`config.mk`:
```
export PLATFORM = sky130hd
export DESIGN_NAME = mem_initiator_flat
export DESIGN_NICKNAME = d
export VERILOG_FILES = /design/src/rtl/mem_initiator_if.sv /design/src/rtl/mem_initiator.sv /design/src/flat_wrapper.sv
export SDC_FILE = /design/constraint.sdc
export NUM_CORES = 1
export LEC_CHECK = 0
export BUFFER_PORTS_ARGS = -buffer_cell sky130_fd_sc_hd__buf_4
export CAP_MARGIN = 20
export CORE_MARGIN = 2
export CORE_UTILIZATION = 50
export CTS_BUF_LIST = sky130_fd_sc_hd__clkbuf_8
export DETAILED_ROUTE_END_ITERATION = 12
export PLACE_DENSITY = 0.77
export SYNTH_ARGS = -nofsm -noshare
export SYNTH_HDL_FRONTEND = slang
export SYNTH_SLANG_ARGS = --single-unit
```
`constraint.sdc`:
```
create_clock -name clk -period 3.9 [get_ports clk]
set_input_delay 0.195 -clock clk [delete_from_list [all_inputs] [get_ports clk]]
set_output_delay 0.195 -clock clk [all_outputs]
set_load 0.05 [all_outputs]
```
`src/rtl/mem_initiator_if.sv`:
```
// Host command/response channels and memory bus of the mem_initiator.
// master = initiator side, slave = host plus memory side.
interface mem_initiator_if #(
    parameter int AW = 16,
    parameter int DW = 8
);
    logic          cmd_valid;
    logic          cmd_ready;
    logic          cmd_write;
    logic [AW-1:0] cmd_addr;
    logic [DW-1:0] cmd_wdata;
    logic [7:0]    cmd_len;
    logic          rsp_valid;
    logic          rsp_ready;
    logic [DW-1:0] rsp_data;
    logic [AW-1:0] rsp_addr;
    logic          rsp_perr;
    logic          mem_write;
    logic          mem_read;
    logic [AW-1:0] mem_address;
    logic [DW-1:0] mem_data_in;
    logic [DW:0]   mem_data_out;

    modport master (
        input  cmd_valid, cmd_write, cmd_addr, cmd_wdata, cmd_len,
        input  rsp_ready, mem_data_out,
        output cmd_ready, rsp_valid, rsp_data, rsp_addr, rsp_perr,
        output mem_write, mem_read, mem_address, mem_data_in
    );

    modport slave (
        output cmd_valid, cmd_write, cmd_addr, cmd_wdata, cmd_len,
        output rsp_ready, mem_data_out,
        input  cmd_ready, rsp_valid, rsp_data, rsp_addr, rsp_perr,
        input  mem_write, mem_read, mem_address, mem_data_in
    );
endinterface

```
`src/rtl/mem_initiator.sv`:
```
// Bus master for the parity-protected memory: single writes, burst reads,
// fixed read latency, even-parity check on each returned beat.
module mem_initiator #(
    parameter int RD_LAT = 8,
    parameter int AW     = 16,
    parameter int DW     = 8
) (
    input  logic                clk,
    input  logic                rst_n,
    mem_initiator_if.master     bus,
    output logic                busy,
    output logic [15:0]         perr_count
);
    typedef enum logic [2:0] {
        S_IDLE, S_WR, S_RD, S_WAIT, S_RESP
    } state_t;

    localparam logic [7:0] LAT_M1 = 8'(RD_LAT - 1);

    state_t        state_q, state_d;
    logic [AW-1:0] addr_q, addr_d;
    logic [7:0]    beats_q;
    logic [7:0]    cnt_q;
    logic [15:0]   perr_cnt_q;
    logic          accept, capture, ld_addr, perr;
    logic          mem_write_d, mem_read_d, cmd_ready_d;

    assign accept  = (state_q == S_IDLE) & bus.cmd_valid;
    assign capture = (state_q == S_WAIT) & (cnt_q == 8'd0);
    assign perr    = ^bus.mem_data_out;

    always_ff @(posedge clk or negedge rst_n) begin
        if (!rst_n) state_q <= S_IDLE;
        else        state_q <= state_d;
    end

    always_comb begin
        state_d = state_q;
        unique case (state_q)
            S_IDLE: if (accept)
                        state_d = bus.cmd_write ? S_WR : S_RD;
            S_WR:   state_d = S_IDLE;
            S_RD:   state_d = S_WAIT;
            S_WAIT: if (capture) state_d = S_RESP;
            S_RESP: if (bus.rsp_ready)
                        state_d = (beats_q > 8'd1) ? S_RD : S_IDLE;
            default: state_d = S_IDLE;
        endcase
    end

    // Strobes and ready are decoded from the next state so they are
    // registered yet line up with the state they belong to.
    always_comb begin
        mem_write_d = (state_d == S_WR);
        mem_read_d  = (state_d == S_RD);
        cmd_ready_d = (state_d == S_IDLE);
        ld_addr     = accept |
                      ((state_q == S_RESP) & (state_d == S_RD));
        addr_d      = accept ? bus.cmd_addr : addr_q + AW'(1);
    end

    always_ff @(posedge clk or negedge rst_n) begin
        if (!rst_n) begin
            bus.cmd_ready   <= 1'b1;
            bus.mem_write   <= 1'b0;
            bus.mem_read    <= 1'b0;
            bus.mem_address <= '0;
            bus.mem_data_in <= '0;
            bus.rsp_valid   <= 1'b0;
            bus.rsp_data    <= '0;
            bus.rsp_addr    <= '0;
            bus.rsp_perr    <= 1'b0;
            addr_q          <= '0;
            beats_q         <= '0;
            cnt_q           <= '0;
            perr_cnt_q      <= '0;
        end else begin
            bus.cmd_ready <= cmd_ready_d;
            bus.mem_write <= mem_write_d;
            bus.mem_read  <= mem_read_d;
            if (ld_addr) begin
                addr_q          <= addr_d;
                bus.mem_address <= addr_d;
            end
            if (accept) begin
                beats_q <= (bus.cmd_len == 8'd0) ? 8'd1 : bus.cmd_len;
                if (bus.cmd_write) bus.mem_data_in <= bus.cmd_wdata;
            end
            if (state_q == S_RD)
                cnt_q <= LAT_M1;
            else if ((state_q == S_WAIT) && (cnt_q != 8'd0))
                cnt_q <= cnt_q - 8'd1;
            if (capture) begin
                bus.rsp_valid <= 1'b1;
                bus.rsp_data  <= bus.mem_data_out[DW-1:0];
                bus.rsp_addr  <= addr_q;
                bus.rsp_perr  <= perr;
                if (perr && (perr_cnt_q != 16'hFFFF))
                    perr_cnt_q <= perr_cnt_q + 16'd1;
            end
            if ((state_q == S_RESP) && bus.rsp_ready) begin
                bus.rsp_valid <= 1'b0;
                beats_q       <= beats_q - 8'd1;
            end
        end
    end

    assign busy       = ~bus.cmd_ready;
    assign perr_count = perr_cnt_q;
endmodule

```
`src/flat_wrapper.sv`:
```
// flat-port wrapper written by rule: the top's interface ports become plain ports
module mem_initiator_flat 
#(
    parameter int RD_LAT = 8,
    parameter int AW     = 16,
    parameter int DW     = 8
)
  (clk, rst_n, busy, perr_count, bus_cmd_valid, bus_cmd_write, bus_cmd_addr, bus_cmd_wdata, bus_cmd_len, bus_rsp_ready, bus_mem_data_out, bus_cmd_ready, bus_rsp_valid, bus_rsp_data, bus_rsp_addr, bus_rsp_perr, bus_mem_write, bus_mem_read, bus_mem_address, bus_mem_data_in);
  mem_initiator_if #(.AW(AW), .DW(DW)) bus_i ();
  input  logic clk;
  input  logic rst_n;
  output logic busy;
  output logic [15:0] perr_count;
  input wire logic [$bits(bus_i.cmd_valid)-1:0] bus_cmd_valid;
  input wire logic [$bits(bus_i.cmd_write)-1:0] bus_cmd_write;
  input wire logic [$bits(bus_i.cmd_addr)-1:0] bus_cmd_addr;
  input wire logic [$bits(bus_i.cmd_wdata)-1:0] bus_cmd_wdata;
  input wire logic [$bits(bus_i.cmd_len)-1:0] bus_cmd_len;
  input wire logic [$bits(bus_i.rsp_ready)-1:0] bus_rsp_ready;
  input wire logic [$bits(bus_i.mem_data_out)-1:0] bus_mem_data_out;
  output wire logic [$bits(bus_i.cmd_ready)-1:0] bus_cmd_ready;
  output wire logic [$bits(bus_i.rsp_valid)-1:0] bus_rsp_valid;
  output wire logic [$bits(bus_i.rsp_data)-1:0] bus_rsp_data;
  output wire logic [$bits(bus_i.rsp_addr)-1:0] bus_rsp_addr;
  output wire logic [$bits(bus_i.rsp_perr)-1:0] bus_rsp_perr;
  output wire logic [$bits(bus_i.mem_write)-1:0] bus_mem_write;
  output wire logic [$bits(bus_i.mem_read)-1:0] bus_mem_read;
  output wire logic [$bits(bus_i.mem_address)-1:0] bus_mem_address;
  output wire logic [$bits(bus_i.mem_data_in)-1:0] bus_mem_data_in;
  assign bus_i.cmd_valid = bus_cmd_valid;
  assign bus_i.cmd_write = bus_cmd_write;
  assign bus_i.cmd_addr = bus_cmd_addr;
  assign bus_i.cmd_wdata = bus_cmd_wdata;
  assign bus_i.cmd_len = bus_cmd_len;
  assign bus_i.rsp_ready = bus_rsp_ready;
  assign bus_i.mem_data_out = bus_mem_data_out;
  assign bus_cmd_ready = bus_i.cmd_ready;
  assign bus_rsp_valid = bus_i.rsp_valid;
  assign bus_rsp_data = bus_i.rsp_data;
  assign bus_rsp_addr = bus_i.rsp_addr;
  assign bus_rsp_perr = bus_i.rsp_perr;
  assign bus_mem_write = bus_i.mem_write;
  assign bus_mem_read = bus_i.mem_read;
  assign bus_mem_address = bus_i.mem_address;
  assign bus_mem_data_in = bus_i.mem_data_in;
  mem_initiator #(.RD_LAT(RD_LAT), .AW(AW), .DW(DW)) u_core (.clk(clk), .rst_n(rst_n), .bus(bus_i), .busy(busy), .perr_count(perr_count));
endmodule
```
==> results.sh <==
export IMPL_status="finished clean"
export IMPL_rrSetupSlack_ps=1640
export IMPL_synthArstFlopShare_pct=100
export IMPL_worstRegToRegCells=6
export IMPL_synth_edff_count=0
export IMPL_row_count=33
export IMPL_cts_buffer_depth=2
export IMPL_drtIter0Drc=149
export IMPL_detail_route_vias_per_cell=5.31
export IMPL_drc=0
export IMPL_hp_class="input pin to flop"
export IMPL_setup_tns_final_ps=0
export IMPL_ys_seq_area_share_pct=53.3
export IMPL_grt_pass1_wl_um=15000
export IMPL_drv_cap=0
export IMPL_min_delay_start="bus_cmd_addr[6]"
export IMPL_die_area_mm2=0.00900
export IMPL_fmax_mhz=443
export IMPL_finalWirelength_um=9140
export IMPL_ys_types=51
export IMPL_fin_ws_ps=1640
export IMPL_power_switching_mw=1.82
export IMPL_path_max_fanout=7
export IMPL_seq_power_share_pct=37.4
export IMPL_rr_startpoint="u_core.state_q[0]"
export IMPL_max_slew_worst_pin_slew_ps=854
export IMPL_final_nets=580
export IMPL_rsz0062_at_grt="false"
export IMPL_portBuffers=115
export IMPL_power_internal_mw=2.15
export IMPL_reg2reg_to="u_core.bus.mem_address[8]"
export IMPL_powerDensity_mw_per_mm2=743
export IMPL_clkSlewWorstSetupHoldPaths_ps=90
export IMPL_timing_hold_ws_ps=40.4
export IMPL_die_w_um=94.9
export IMPL_grt_util_all_layers_pct=21.4
export IMPL_hold_viol=0
export IMPL_grt_pass1_vias=3250
export IMPL_power_total_mw=3.97
export IMPL_antenna_cells=0
export IMPL_initial_utilization_pct=51.0
export IMPL_cts_tree="done"
export IMPL_place_inst=620
export IMPL_firstDrtPassIters=4
export IMPL_synth_nets=463
export IMPL_setup_violations=0
export IMPL_critical_path_top_delay_family="simple AND/OR/NAND/NOR gates"
export IMPL_vias=3381
export IMPL_core_area_mm2=0.00809
export IMPL_area_growth_pct=29.1
export IMPL_cts_root_buf="clkbuf_8"
export IMPL_slowest_stage="nand4bb_1"
export IMPL_layoutNonFillerInstCount=637
export IMPL_peakVddDrop_uv=439
export IMPL_hold_depth=3
export IMPL_numCtsBuffers=9
export IMPL_io_pins=116
export IMPL_yosysWarnings=0
export IMPL_slew_viol_final=0
export IMPL_p_clk_share_pct=17.0
export IMPL_clock_sinks=88
export IMPL_antenna_found_initial=0
export IMPL_gp_congestion=0.838
export IMPL_min_to="u_core.bus.mem_address[6]"
export IMPL_wl_per_cell_um=14.4
export IMPL_critPathLaunchType="flop"
export IMPL_syn_avg_cell_area_um2=10.0
export IMPL_syn_inst=411
export IMPL_die_h_um=94.9
export IMPL_cp_end_kind="flop"
export IMPL_slew_limit_headroom_pct=43.0
export IMPL_pre_cts_ws_ps=1680
export IMPL_ant_nets=0
export IMPL_syn_area_mm2=0.00413
export IMPL_gr_total_overflow=0
export IMPL_arrival_ps=2520
export IMPL_insertion_delay_ps=350
export IMPL_crit_type="flop to flop"
export IMPL_dp_hpwl_um=6530
export IMPL_htree_num_levels=3
export IMPL_cpPeakStageDelay_ps=470
export IMPL_swShare_pct=45.8
export IMPL_critPathRequiredTime_ps=4170
export IMPL_drive_above_1_share_pct=29.1
export IMPL_fin_worst_skew_ps=16.3
export IMPL_combPwrFrac_pct=45.6
export IMPL_period_needed_ps=2260
export IMPL_crit_chain="nand4bb_1 > a31oi_4 > and2_1 > nand4_1 > xor2_1 > o21ai_0"
export IMPL_cp_buffers_inverters=0
export IMPL_min_period_over_period_pct=57.9
export IMPL_p_leak_nw=2.64
export IMPL_synthFlopType="dfrtp_1"
export IMPL_ys_ff_latch=88
export IMPL_grt_max_degree=89
==> layout by cell type (no fill, tap or decap), drive strengths merged, types with 2 or more instances in the layout <==
| cell | netlist | routed |
|---|---|---|
| and3 | 6 | 6 |
| xor2 | 27 | 27 |
| and2 | 2 | 2 |
| nand4 | 5 | 5 |
| a31oi | 2 | 2 |
| nand2 | 104 | 104 |
| nor4 | 3 | 3 |
| nand3 | 18 | 18 |
| buf | 4 | 118 |
| nor3 | 10 | 10 |
| ha | 6 | 6 |
| nor4b | 3 | 3 |
| o21ai | 18 | 18 |
| mux2 | 9 | 9 |
| clkbuf | 9 | 9 |
| a211oi | 3 | 3 |
| nand3b | 5 | 5 |
| a21oi | 7 | 7 |
| or3 | 3 | 3 |
| dfrtp | 87 | 87 |
| a221o | 2 | 2 |
| inv | 8 | 10 |
| and4 | 6 | 6 |
| nor2 | 32 | 32 |
| xnor2 | 14 | 14 |
| bufinv | 0 | 2 |
==> worst max path at each step <==
stage	start	to	slack (ps)	cells after the start
finish	u_core.state_q[0]	u_core.bus.mem_address[8]	1640	6
global route	u_core.state_q[0]	u_core.bus.mem_address[4]	1440	6
CTS	u_core.state_q[0]	u_core.bus.mem_address[4]	1640	6
detailed placement	u_core.state_q[0]	u_core.bus.mem_address[4]	1680	6
global placement	u_core.cnt_q[3]	u_core.perr_count[7]	1780	6
floorplan	u_core.perr_count[5]	u_core.perr_count[1]	1750	5
==> layout make-up <==
cell class,count,area (um2)
Inverter,8,30.0
Sequential cell,88,2200
Clock buffer,9,124
Fill cell,697,2760
Multi-Input combinational cell,302,1850
Clock inverter,6,85.1
Tap cell,105,131
Timing Repair Buffer,119,908
==> synthesized netlist by cell type, types with 4 or more instances <==
| cell | n | area, um2 |
|---|---|---|
| buf_2 | 4 | 20.0 |
| ha_1 | 6 | 75.1 |
| clkbuf_1 | 9 | 33.8 |
| nand3_1 | 18 | 90.1 |
| nand2_1 | 104 | 390 |
| inv_1 | 8 | 30.0 |
| nor3_1 | 10 | 50.1 |
| and4_1 | 6 | 52.6 |
| nor2_1 | 31 | 116 |
| nand3b_1 | 4 | 30.0 |
| xor2_1 | 27 | 236 |
| and3_1 | 6 | 37.5 |
| dfrtp_1 | 87 | 2180 |
| o21ai_0 | 17 | 85.1 |
| mux2_2 | 9 | 101 |
| xnor2_1 | 13 | 114 |
| a21oi_1 | 7 | 35.0 |
| nand4_1 | 5 | 31.3 |
==> power groups by stage <==
stage	Clock, mW	Combinational (mW)	Sequential (mW)
finish	0.674	1.81	1.48
global route	0.725	1.94	1.52
CTS	0.691	1.82	1.48
detailed placement	0	1.82	1.50
global placement	0	1.78	1.48
floorplan	0	0.524	2.18
==> layer usage <==
metal  part of all wire [%]  track usage (%)  vias to the layer above
met2                     49             35.0                      102
met4                   0.93             5.92                        0
met1                     44             29.0                     1648
met5                      0                0                        -
li1                       -                -                     1622
met3                    6.2             4.63                        9
==> flip-flops by register name, indices dropped and copies added (netlist names) <==
register                count
u_core.bus.mem_address     16
u_core.bus.rsp_addr        16
u_core.perr_count          16
u_core.beats_q              8
u_core.bus.mem_data_in      8
u_core.bus.rsp_data         8
u_core.cnt_q                8
u_core.state_q              3
u_core.bus.cmd_ready        1
u_core.bus.mem_read         1
u_core.bus.mem_write        1
u_core.bus.rsp_perr         1
u_core.bus.rsp_valid        1
==> metrics by stage <==
step                area, um2  util [%]
global placement         5090      63.0
floorplan                4130         -
detailed placement       5090      63.0
finish                   5330      65.9
CTS                      5300      65.5
global route             5330      65.9
==> timing repair <==
action	in CTS	in global routing
gates resized for setup	0	0
hold buffers	0	1
setup buffers	0	0
endpoints found under the hold margin	0	44
endpoints found under the setup margin	0	0
==> logic make-up after synthesis <==
group                      count (synthesis)  share of synthesized area (%)
xor gates and xnor gates                  42                           9.42
buffers and inverters                     21                           2.03
muxes                                     10                           2.70
AOI/OAI and AO/OA                         40                           6.30
adders and majority gates                  6                           1.82
and+or+nand+nor                          204                           24.4
DFF                                       88                           53.3
==> worst register-to-register path, delay by kind of cell (launching register included) <==
family,cells,cell delay (ps)
and+or+nand+nor,3,1060
AOI/OAI and AO/OA,2,520
DFF,1,460
xor gates and xnor gates,1,160
No activity file was read; power rests on OpenSTA's default activity.
